===== config.mk =====
export PLATFORM = sky130hd
export DESIGN_NAME = regfile_write_ctrl
export DESIGN_NICKNAME = d
export VERILOG_FILES = /design/src/rtl/regfile_write_ctrl.sv
export SDC_FILE = /design/constraint.sdc
export NUM_CORES = 1
export LEC_CHECK = 0
export CAP_MARGIN = 25
export CELL_PAD_IN_SITES_DETAIL_PLACEMENT = 0
export CELL_PAD_IN_SITES_GLOBAL_PLACEMENT = 1
export CORE_UTILIZATION = 31
export DETAILED_ROUTE_END_ITERATION = 8
export GPL_ROUTABILITY_DRIVEN = 0
export MAX_ROUTING_LAYER = met4
export PLACE_DENSITY_LB_ADDON = 0.1
export SYNTH_ARGS = -nofsm -noshare
export SYNTH_HDL_FRONTEND = slang
export SYNTH_SLANG_ARGS = --single-unit

===== constraint.sdc =====
create_clock -name clk -period 2.35 [get_ports clk]
set_input_delay 0.47 -clock clk [delete_from_list [all_inputs] [get_ports clk]]
set_output_delay 0.47 -clock clk [all_outputs]
set_load 0.1 [all_outputs]

===== src/rtl/regfile_write_ctrl.sv =====
// ---------------------------------------------------------------------------
// regfile_write_ctrl
//
// Owns the single write port (WE/A3/WD3) of the register file.
//   * After reset, or on an init_req pulse while arbitrating, it sweeps every
//     register with zero, one register per clock, starting at address 0.
//   * Once the sweep is done it arbitrates between two writers:
//       A - main writeback, normally has priority.
//       B - secondary unit; wins once after MAX_WAIT consecutive lost cycles.
//   * A write to address 0 completes its handshake but is dropped, so the
//     $zero register keeps its value.
//
// Ports
//   clk        in   system clock, all state on the rising edge
//   rst        in   asynchronous, active-high reset
//   init_req   in   restart the zero-fill sweep (honoured only in ARB)
//   a_valid    in   writer A has a write
//   a_addr     in   writer A destination register
//   a_data     in   writer A data
//   a_ready    out  A transfer accepted this cycle
//   b_valid    in   writer B has a write
//   b_addr     in   writer B destination register
//   b_data     in   writer B data
//   b_ready    out  B transfer accepted this cycle
//   rf_we      out  register file write enable (registered)
//   rf_a3      out  register file write address (registered)
//   rf_wd3     out  register file write data (registered)
//   init_done  out  high once the sweep has finished, low during a sweep
// ---------------------------------------------------------------------------
module regfile_write_ctrl #(
    parameter int DATA_W   = 32,
    parameter int ADDR_W   = 5,
    parameter int NUM_REGS = 32,  // must equal 2**ADDR_W
    parameter int MAX_WAIT = 4    // 1..15
) (
    input  logic              clk,
    input  logic              rst,
    input  logic              init_req,
    input  logic              a_valid,
    input  logic [ADDR_W-1:0] a_addr,
    input  logic [DATA_W-1:0] a_data,
    output logic              a_ready,
    input  logic              b_valid,
    input  logic [ADDR_W-1:0] b_addr,
    input  logic [DATA_W-1:0] b_data,
    output logic              b_ready,
    output logic              rf_we,
    output logic [ADDR_W-1:0] rf_a3,
    output logic [DATA_W-1:0] rf_wd3,
    output logic              init_done
);

    typedef enum logic {
        ST_INIT,
        ST_ARB
    } state_t;

    localparam logic [ADDR_W-1:0] LAST_IDX   = ADDR_W'(NUM_REGS - 1);
    localparam logic [3:0]        WAIT_LIMIT = 4'(MAX_WAIT);

    state_t            r_state;
    logic [ADDR_W-1:0] r_idx;
    logic [3:0]        r_wait_cnt;
    logic              r_rf_we;
    logic [ADDR_W-1:0] r_rf_a3;
    logic [DATA_W-1:0] r_rf_wd3;
    logic              r_init_done;

    logic              w_arb_open;
    logic              w_b_starved;
    logic              w_b_grant;
    logic              w_a_grant;
    logic [ADDR_W-1:0] w_sel_addr;
    logic [DATA_W-1:0] w_sel_data;

    // Grants are combinational so a requester can transfer every cycle with
    // no bubble; they depend only on state, wait count, valids and init_req,
    // never on data. A pending init_req blocks both writers for that cycle.
    assign w_arb_open  = (r_state == ST_ARB) && !init_req;
    assign w_b_starved = (r_wait_cnt == WAIT_LIMIT);
    assign w_b_grant   = w_arb_open && b_valid && (!a_valid || w_b_starved);
    assign w_a_grant   = w_arb_open && a_valid && !w_b_grant;

    // Exactly one grant can be high, so a single mux selects the winner.
    assign w_sel_addr  = w_b_grant ? b_addr : a_addr;
    assign w_sel_data  = w_b_grant ? b_data : a_data;

    // NOTE: every register in this block uses non-blocking assignment so that
    // all right-hand sides read the pre-edge values, matching real flops.
    always_ff @(posedge clk or posedge rst) begin
        if (rst) begin
            r_state     <= ST_INIT;
            r_idx       <= '0;
            r_wait_cnt  <= '0;
            r_rf_we     <= 1'b0;
            r_rf_a3     <= '0;
            r_rf_wd3    <= '0;
            r_init_done <= 1'b0;
        end else begin
            case (r_state)
                ST_INIT: begin
                    // Zero-fill sweep: one register per edge, $zero included.
                    r_rf_we    <= 1'b1;
                    r_rf_a3    <= r_idx;
                    r_rf_wd3   <= '0;
                    r_wait_cnt <= '0;
                    if (r_idx == LAST_IDX) begin
                        r_state     <= ST_ARB;
                        r_init_done <= 1'b1;
                        r_idx       <= '0;
                    end else begin
                        r_idx <= r_idx + 1'b1;
                    end
                end

                ST_ARB: begin
                    if (init_req) begin
                        r_state     <= ST_INIT;
                        r_init_done <= 1'b0;
                        r_wait_cnt  <= '0;
                        r_rf_we     <= 1'b0;
                    end else begin
                        if (w_a_grant || w_b_grant) begin
                            // Address 0 completes the handshake but the write
                            // is dropped; A3/WD3 keep their previous values.
                            r_rf_we <= (w_sel_addr != '0);
                            if (w_sel_addr != '0) begin
                                r_rf_a3  <= w_sel_addr;
                                r_rf_wd3 <= w_sel_data;
                            end
                        end else begin
                            r_rf_we <= 1'b0;
                        end

                        // Count consecutive cycles B waited while valid; the
                        // count saturates and clears once B wins or withdraws.
                        if (b_valid && !w_b_grant) begin
                            if (!w_b_starved) begin
                                r_wait_cnt <= r_wait_cnt + 4'd1;
                            end
                        end else begin
                            r_wait_cnt <= '0;
                        end
                    end
                end
            endcase
        end
    end

    assign a_ready   = w_a_grant;
    assign b_ready   = w_b_grant;
    assign rf_we     = r_rf_we;
    assign rf_a3     = r_rf_a3;
    assign rf_wd3    = r_rf_wd3;
    assign init_done = r_init_done;

endmodule


# Word-level counts from Yosys, hierarchy flattened
# Index checks and enable logic that the tools add are counted.
# totals
reg_bits	49
output_inout_bits	41
# op_classes
n_addsub	2
n_eq_ne	8
mux	24
n_bitwise	1
reduce_logical	14
# ops
op	n
32-bit two-way mux	4
32-bit case mux with 2 select lines	1
5-bit two-way mux	5
4-bit two-way mux	3
5-bit case mux with 2 select lines	1
4-bit case mux with 2 select lines	1
1-bit logical AND	6
1-bit two-way mux	6
2-bit != test (second input constant)	3
1-bit case mux with 2 select lines	3
5-bit by 1-bit adder with 5-bit output (second input constant)	1
5-bit == test (second input constant)	1
5-bit nonzero test	1
4-bit by 1-bit adder with 4-bit output (second input constant)	1
4-bit by 3-bit == test with 1-bit output (second input constant)	1
2-bit by 1-bit != test with 1-bit output (second input constant)	2
4-bit != test (second input constant)	1
1-bit logical NOT	3
3-bit AND reduction	1
1-bit logical OR	2
2-bit AND reduction	1
1-bit inverter	1

# Longest topological paths before layout
# Gate-level depths: netlist (run 1).
# depth
word_depth	10
ltp_mapped	8
ltp_nobuf	6

# Worst setup path after synthesis (run 1)
# No wires, ideal clock.
# synth_timing
path_type	reg-to-reg
start	register r_wait_cnt[0]
end	register r_rf_wd3[13], in the netlist rf_wd3[13]
setup_ps	79
arrival_ps	2931
required_time_ps	2271
path_slack_ps	-660
path_stages_with_launch	9
path_buffers	2
synth_period_minus_slack_ps	3010
path_cell_list	dfrtp_1 inv_1 ha_1 and4b_1 nor2_1 a22o_1 buf_6 buf_12 mux2i_1
# synth_via
elab_chain_len	8
elab_cells_between_ends	16
classes_between	eq/ne: 3; mux: 6; reduce/logical: 7
# synth_lines
element	line_no	text
from (decl)	63	logic [3:0] r_wait_cnt;
from (signal assigned)	139	r_wait_cnt <= r_wait_cnt + 4'd1;
4-bit by 3-bit == test with 1-bit output	80	assign w_b_starved = (r_wait_cnt == WAIT_LIMIT);
1-bit logical OR	81	assign w_b_grant = w_arb_open && b_valid && (!a_valid || w_b_starved);
1-bit logical AND	81	
1-bit logical NOT	82	assign w_a_grant = w_arb_open && a_valid && !w_b_grant;
1-bit logical AND	82	
net a_ready	42	output logic a_ready,
1-bit logical OR	123	if (w_a_grant || w_b_grant) begin
2-bit by 1-bit != test with 1-bit output (no source line)	n/a	
3-bit AND reduction (no source line)	n/a	
to (signal assigned)	129	r_rf_wd3 <= w_sel_data;
to (decl)	66	logic [DATA_W-1:0] r_rf_wd3;
# The timed path passes the listed nets, and every way through them passes these cells. The select of a mux whose other input is x is not followed.
# A chain may end at the register's enable or synchronous reset.

# Final worst setup path (run 1)
# layout_timing
start	input port init_req
end	output port b_ready
# layout_via
elab_chain_len	4
# layout_lines
element	line_no	text
from (decl)	38	input logic init_req,
1-bit logical NOT	79	assign w_arb_open = (r_state == ST_ARB) && !init_req;
1-bit logical AND	79	
1-bit logical AND (2 in series)	81	
to (decl)	46	output logic b_ready,
# Every way passes these cells.

==> metrics, run 1 <==
result of the run finished clean; layout cells sized above 1 19.6%; worst-path maximum fanout 5; I/O Buffers 119; Worst-Skew Late Latency 0.30 ns; Fin. Hold Viols 0; Mapped Nets 317; DRT antenna net count 0; GR Util All Layers 15.6%; sequential share of the synthesized area 47.4%; Leakage 1.66 nW; max cap viols 0; Clock Power Share 15.5%; sum of negative setup slack 0 ns; RSZ-0062 raised after global routing false; worst slew pin tran 0.476 ns; Mapped Area 0.00259 sq mm; Layout Skew 0.00421 ns; synthesized area per cell 11.1 sq um; Crit path buffers/inverters 3; FP Rows 32; crit-path cells clkdlybuf4s50_1 -> nand3b_1 -> a21oi_4 -> buf_4 -> buf_12; post-route clock period utilization 95.4%; largest net degree at the start of global routing 47; I/O Pins 120; Worst Hold Class in2async; Setup CP Type in2out; number of hold buffers added after CTS 0; Int Pwr 1.78 mW; vias per cell 4.63; CTS Buffer Depth 2; Worst Setup End Kind output pin; drt initial violations 67; Flop pwr share 32.6%; Final Critical Period 2.24 ns; CTS Root Cell clkbuf_8; first-pass GRT wire length 10400 microns; max-slew violation count 0; DP Wirelength 4850 microns; Diodes inserted 0; critical-path cell with the highest stage delay clkdlybuf4s50_1; worst path required time 1.88 ns; VDD IR max 309 uV; die area 0.00872 sq mm; initial antenna violation count 0; flop-to-flop setup slack 0.29 ns; Core ar. 0.00789 sq mm; path depth of the worst reg2reg path 7; sw power 1.74 mW; Wirelength per Cell 13.9 microns; total gr overflow 0; Post-CTS Resized 0; Syn-to-layout area delta 53.8%; Syn Inst Count 234; slew margin rel. 68.3%; Synth Flop Type dfrtp_1; post-CTS setup buffer count 0; crit-path leading delay family buffers and inverters; Total Routed Length 6450 microns; die span in y 93.4 microns; number of enable flip-flop cells after synthesis 0; Worst path depth 5; routed via count 2146; Setup Viol. Count Final 0; CTS buffer count 5; PnR worst setup slack 0.107 ns; crit start category primary input; dpl ws -0.0764 ns; Worst EP arrival 1.77 ns; Sink Count 49; fill count 742; nets 444; Worst-path clk slew 0.09 ns; Max H-tree Level 2; switching share of power 49.4%; final core occ 50.5%; post-synth cell types 35; register bit total from synthesis 49; synth warn 0; worst-case hold slack 0.363 ns; first-pass detailed-route iteration total 4; Residual DRC 0; starting density of the core 32.8%; FFs w/ async S/R, synth 100%; Max Freq 0.446 GHz; CTS tree built; vias in the first global route 2150; pwr/cell area 884 mW/mm^2; Die Width 93.4 microns; Comb power frac 52.0%; max incr delay on CP 0.49 ns
-- logic make-up (layout without fill, tap and decap cells) --
logic type / Yosys count / count (layout) / synth area share, %
compound gates: 24 / 24 / 6.81
xor+xnor: 2 / 2 / 0.677
fa+ha+maj: 4 / 4 / 1.93
buf+inv: 25 / 153 / 6.09
flops: 49 / 49 / 47.4
mux: 68 / 68 / 26.3
simple gates: 62 / 62 / 10.8
-- sequential cells by signal (all words and copies together) (netlist names) --
register and count:
rf_we 1, rf_a3 5, rf_wd3 32, r_wait_cnt 4, r_idx 5, r_state 1, init_done 1
-- worst register-to-register path, stage by stage (launching register included) --
cell,delay [ns]
dfrtp_1,0.42
inv_1,0.07
ha_1,0.16
nand3b_1,0.19
buf_4,0.20
and4_1,0.19
o311a_1,0.40
a221oi_1,0.33
-- area by class of cell --
| type | instances | area [sq um] | area share [%] |
|---|---|---|---|
| timing repair buffer | 133 | 1260 | 31.6 |
| sequential | 49 | 1230 | 30.8 |
| inverter | 12 | 45.0 | 1.13 |
| tap | 102 | 128 | 3.21 |
| clock inverter | 1 | 5.00 | 0.126 |
| clock buffer | 7 | 96.3 | 2.42 |
| multi-input combinational | 160 | 1220 | 30.8 |
-- routing by layer --
metal | GRT usage (%) | up-vias | share of wire, % | wire [microns]
met3 | 4.07 | 5 | 6.3 | 406
li1 | - | 1073 | - | -
met4 | 3.85 | 0 | 0.98 | 63
met2 | 25.2 | 68 | 48 | 3090
met5 | - | - | 0 | 0
met1 | 19.6 | 1000 | 45 | 2890
-- through the flow --
step           instances  instance area [sq um]  total power, mW
6_report             464                   3980             3.52
5_1_grt              464                   3980             3.70
4_1_cts              461                   3960             3.56
3_5_place_dp         453                   3860             3.00
3_3_place_gp         453                   3860             2.99
2_1_floorplan        234                   2600             2.51
-- cells in the final DEF (no fill, tap or decap), types with 2 or more instances in the layout --
cell             netlist  final
nand3b_1               3      3
clkbuf_8               0      7
a21oi_1                5      4
a221oi_1               5      5
nand2_1               36     36
ha_1                   4      4
nand4_1                2      2
dfrtp_1               49     49
inv_1                 12     11
buf_4                  1     50
mux2i_1               67     67
o21ai_0                6      6
clkdlybuf4s50_1        0     78
buf_12                 3      5
nor2_1                13     12
-- cells in the mapped netlist (4+ instances only) --
master | number | share of area, %
a21oi_1 | 5 | 0.97
clkbuf_1 | 4 | 0.58
nor2_1 | 13 | 1.9
o21ai_0 | 6 | 1.2
dfrtp_1 | 49 | 47
inv_1 | 12 | 1.7
ha_1 | 4 | 1.9
a221oi_1 | 5 | 1.7
nand2_1 | 36 | 5.2
mux2i_1 | 67 | 26
-- power groups by stage --
stage                     Clock (mW)  Sequential (mW)  Combinational (mW)
after floorplan                    0             2.09               0.426
after global placement             0             1.15                1.84
after detailed placement           0             1.16                1.85
after CTS                      0.571             1.14                1.85
after global routing           0.599             1.18                1.93
final                          0.545             1.15                1.83
-- worst paths after layout --
| check | endpoint | from |
|---|---|---|
| max | b_ready | init_req |
| min reg2reg | r_wait_cnt[0] | r_wait_cnt[0] |
| min in group clk | r_wait_cnt[0] | r_wait_cnt[0] |
| min | r_wait_cnt[2] | rst |
| max in group asynchronous | r_idx[4] | rst |
| max reg2reg | rf_a3[2] | r_wait_cnt[0] |
Power figures use the tool's default switching activity.
==> inputs of run 2 (changes only) <==
==> constraint.sdc (replaced) <==
create_clock -name clk -period 2.53 [get_ports clk]
set_input_delay 0.506 -clock clk [delete_from_list [all_inputs] [get_ports clk]]
set_output_delay 0.506 -clock clk [all_outputs]
set_load 0.1 [all_outputs]
==> run 2 against run 1 <==
Power is 8.3% lower. Clock power is 18% lower. Routed wire length is 1.6% higher. Sequential power is 8% lower. Non-clock buffer count is 2 lower. Final cell count is 0.43% lower. Worst setup slack better by 0.21 ns. Worst hold slack better by 0.13 ns. Sequential share of layout area is 0.20 points higher. Register-to-register slack better by 0.22 ns. Via count is 0.61% higher. Utilization is 0.33 points lower.
==> metrics, run 2 (synthesis results as in run 1) <==
largest net degree at the start of global routing 37 (-21%); CTS Buffer Depth 2 (unchanged); Core ar. 0.00789 sq mm (unchanged); worst-path maximum fanout 5 (unchanged); worst path required time 2.02 ns (+0.14 ns); Die Width 93.4 microns (unchanged); die span in y 93.4 microns (unchanged); Layout Skew 0.00346 ns (-0.000751 ns); Residual DRC 0 (unchanged); pwr/cell area 816 mW/mm^2 (-7.7%); max-slew violation count 0 (unchanged); routed via count 2159 (+0.61%); Crit path buffers/inverters 2 (-1); path depth of the worst reg2reg path 7 (unchanged); vias per cell 4.67 (+1.0%); Comb power frac 53.2% (+1.2 points); Hold Path Depth 1; crit-path cells clkdlybuf4s50_1 -> nand3b_1 -> a21oi_4 -> buf_12; post-CTS setup buffer count 0 (unchanged); vias in the first global route 2224 (+3.4%); Fin. Hold Viols 0 (unchanged); Worst-path clk slew 0.09 ns (about the same); starting density of the core 32.8% (unchanged); Wirelength per Cell 14.2 microns (+2.0%); DP Wirelength 5070 microns (+4.5%); total gr overflow 0 (unchanged); commonest cells after routing, fill and taps aside clkdlybuf4s50_1 (78), mux2i_1 (67), dfrtp_1 (49); result of the run finished clean; Setup CP Type in2out; Total Routed Length 6550 microns (+1.6%); DRT antenna net count 0 (unchanged); Leakage 1.65 nW (-0.85%); Worst path depth 4 (-1); dpl cell area 0.00387 sq mm (+0.39%); Worst-Skew Late Latency 0.30 ns (about the same); max incr delay on CP 0.47 ns (-0.02 ns); worst-case hold slack 0.495 ns (+0.132 ns); drt initial violations 98 (+46%); sum of negative setup slack 0 ns (unchanged); first-pass detailed-route iteration total 4 (unchanged); FP Rows 32 (unchanged); switching share of power 50.1% (+0.68 points); I/O Pins 120 (unchanged); VDD IR max 466 uV (+51%); post-route clock period utilization 87.5%; most common cell after layout, fill and taps aside clkdlybuf4s50_1; worst slew pin tran 0.447 ns (-0.0288 ns); die area 0.00872 sq mm (unchanged); Max H-tree Level 2 (unchanged); GR Util All Layers 16.3% (+0.65 points); PnR worst setup slack 0.316 ns (+0.208 ns); initial antenna violation count 0 (unchanged); Setup Viol. Count Final 0 (unchanged); Diodes inserted 0 (unchanged); Int Pwr 1.61 mW (-9.6%); crit-path leading delay family buffers and inverters; max cap viols 0 (unchanged); nets 442 (-0.45%); Syn-to-layout area delta 52.8%; Worst Hold Class reg2reg; Post-CTS Resized 0 (unchanged); Sink Count 49 (unchanged); dpl ws 0.00558 ns (+0.0819 ns); Clock Power Share 13.8% (-1.7 points); CTS tree built; max reg flops 32 (unchanged); number of hold buffers added after CTS 0 (unchanged); Flop pwr share 33.0% (+0.4 points); Max Freq 0.452 GHz; layout cells sized above 1 18.9% (-0.72 points); Worst EP arrival 1.71 ns (-0.06 ns); CTS buffer count 5 (unchanged); crit start category primary input; CTS Root Cell clkbuf_8; fin area 0.00396 sq mm (-0.66%); first-pass GRT wire length 10700 microns (+2.8%); RSZ-0062 raised after global routing false; Worst Setup End Kind output pin; I/O Buffers 119 (unchanged); sw power 1.62 mW (-7.1%); slew margin rel. 70.1% (+1.9 points); critical-path cell with the highest stage delay clkdlybuf4s50_1; Final Critical Period 2.21 ns
run 2: changes by cell type in the layout (fill, tap and decap cells not counted), sizes merged:
cell / delta
clkbuf: -1
clkinv: +1
buf: -2
run 2: area by class of cell:
type | instances | area (sq um)
Tap cell | 102 | 128
Timing Repair Buffer | 131 | 1250
Inverter | 12 | 45.0
Clock inverter | 2 | 10.0
Clock buffer | 6 | 72.6
Fill cell | 752 | 3930
Multi-Input combinational cell | 160 | 1220
Sequential cell | 49 | 1230
run 2: worst reg2reg max path, cell delays in order (launching register included):
cell and delay, ns:
dfrtp_1 0.42, inv_1 0.07, ha_1 0.16, nand3b_1 0.21, a21oi_4 0.31, a22o_2 0.35
buf_12 0.20, mux2i_1 0.21
run 2: per-stage QoR:
| stage | total power [mW] | util [%] | cells |
|---|---|---|---|
| final | 3.23 | 50.1 | 462 |
| after global routing | 3.40 | 50.1 | 462 |
| after CTS | 3.27 | 50.1 | 462 |
| after detailed placement | 2.81 | 49.1 | 454 |
| after global placement | 2.80 | 49.1 | 454 |
| after floorplan | 2.33 | - | 234 |
run 2: per-layer routing:
layer	vias up	global-route usage, %	share of wire (%)	wire length [microns]
li1	1067	-	-	-
met1	1000	21.5	46	3040
met2	90	25.1	46	3030
met3	2	3.98	6.8	446
met4	0	4.23	0.55	36
met5	-	-	0	0
run 2: worst paths after layout:
path / startpoint / to / slack (ns)
worst max-delay path: init_req / b_ready / 0.32
worst min-delay path: r_wait_cnt[0] / r_wait_cnt[0] / 0.49
worst max register to register: r_wait_cnt[0] / rf_wd3[17] / 0.51
worst min register to register: r_wait_cnt[0] / r_wait_cnt[0] / 0.49
max in group asynchronous: rst / rf_wd3[14] / 1.49
min in group asynchronous: rst / rf_wd3[17] / 0.53
run 2: power groups by stage:
| stage | Clock [mW] | Combinational, mW | Sequential, mW |
|---|---|---|---|
| 3_3_place_gp | 0 | 1.73 | 1.07 |
| 4_1_cts | 0.466 | 1.74 | 1.06 |
| 6_report | 0.445 | 1.72 | 1.06 |
| 3_5_place_dp | 0 | 1.74 | 1.07 |
| 5_1_grt | 0.503 | 1.81 | 1.09 |
| 2_1_floorplan | 0 | 0.395 | 1.94 |
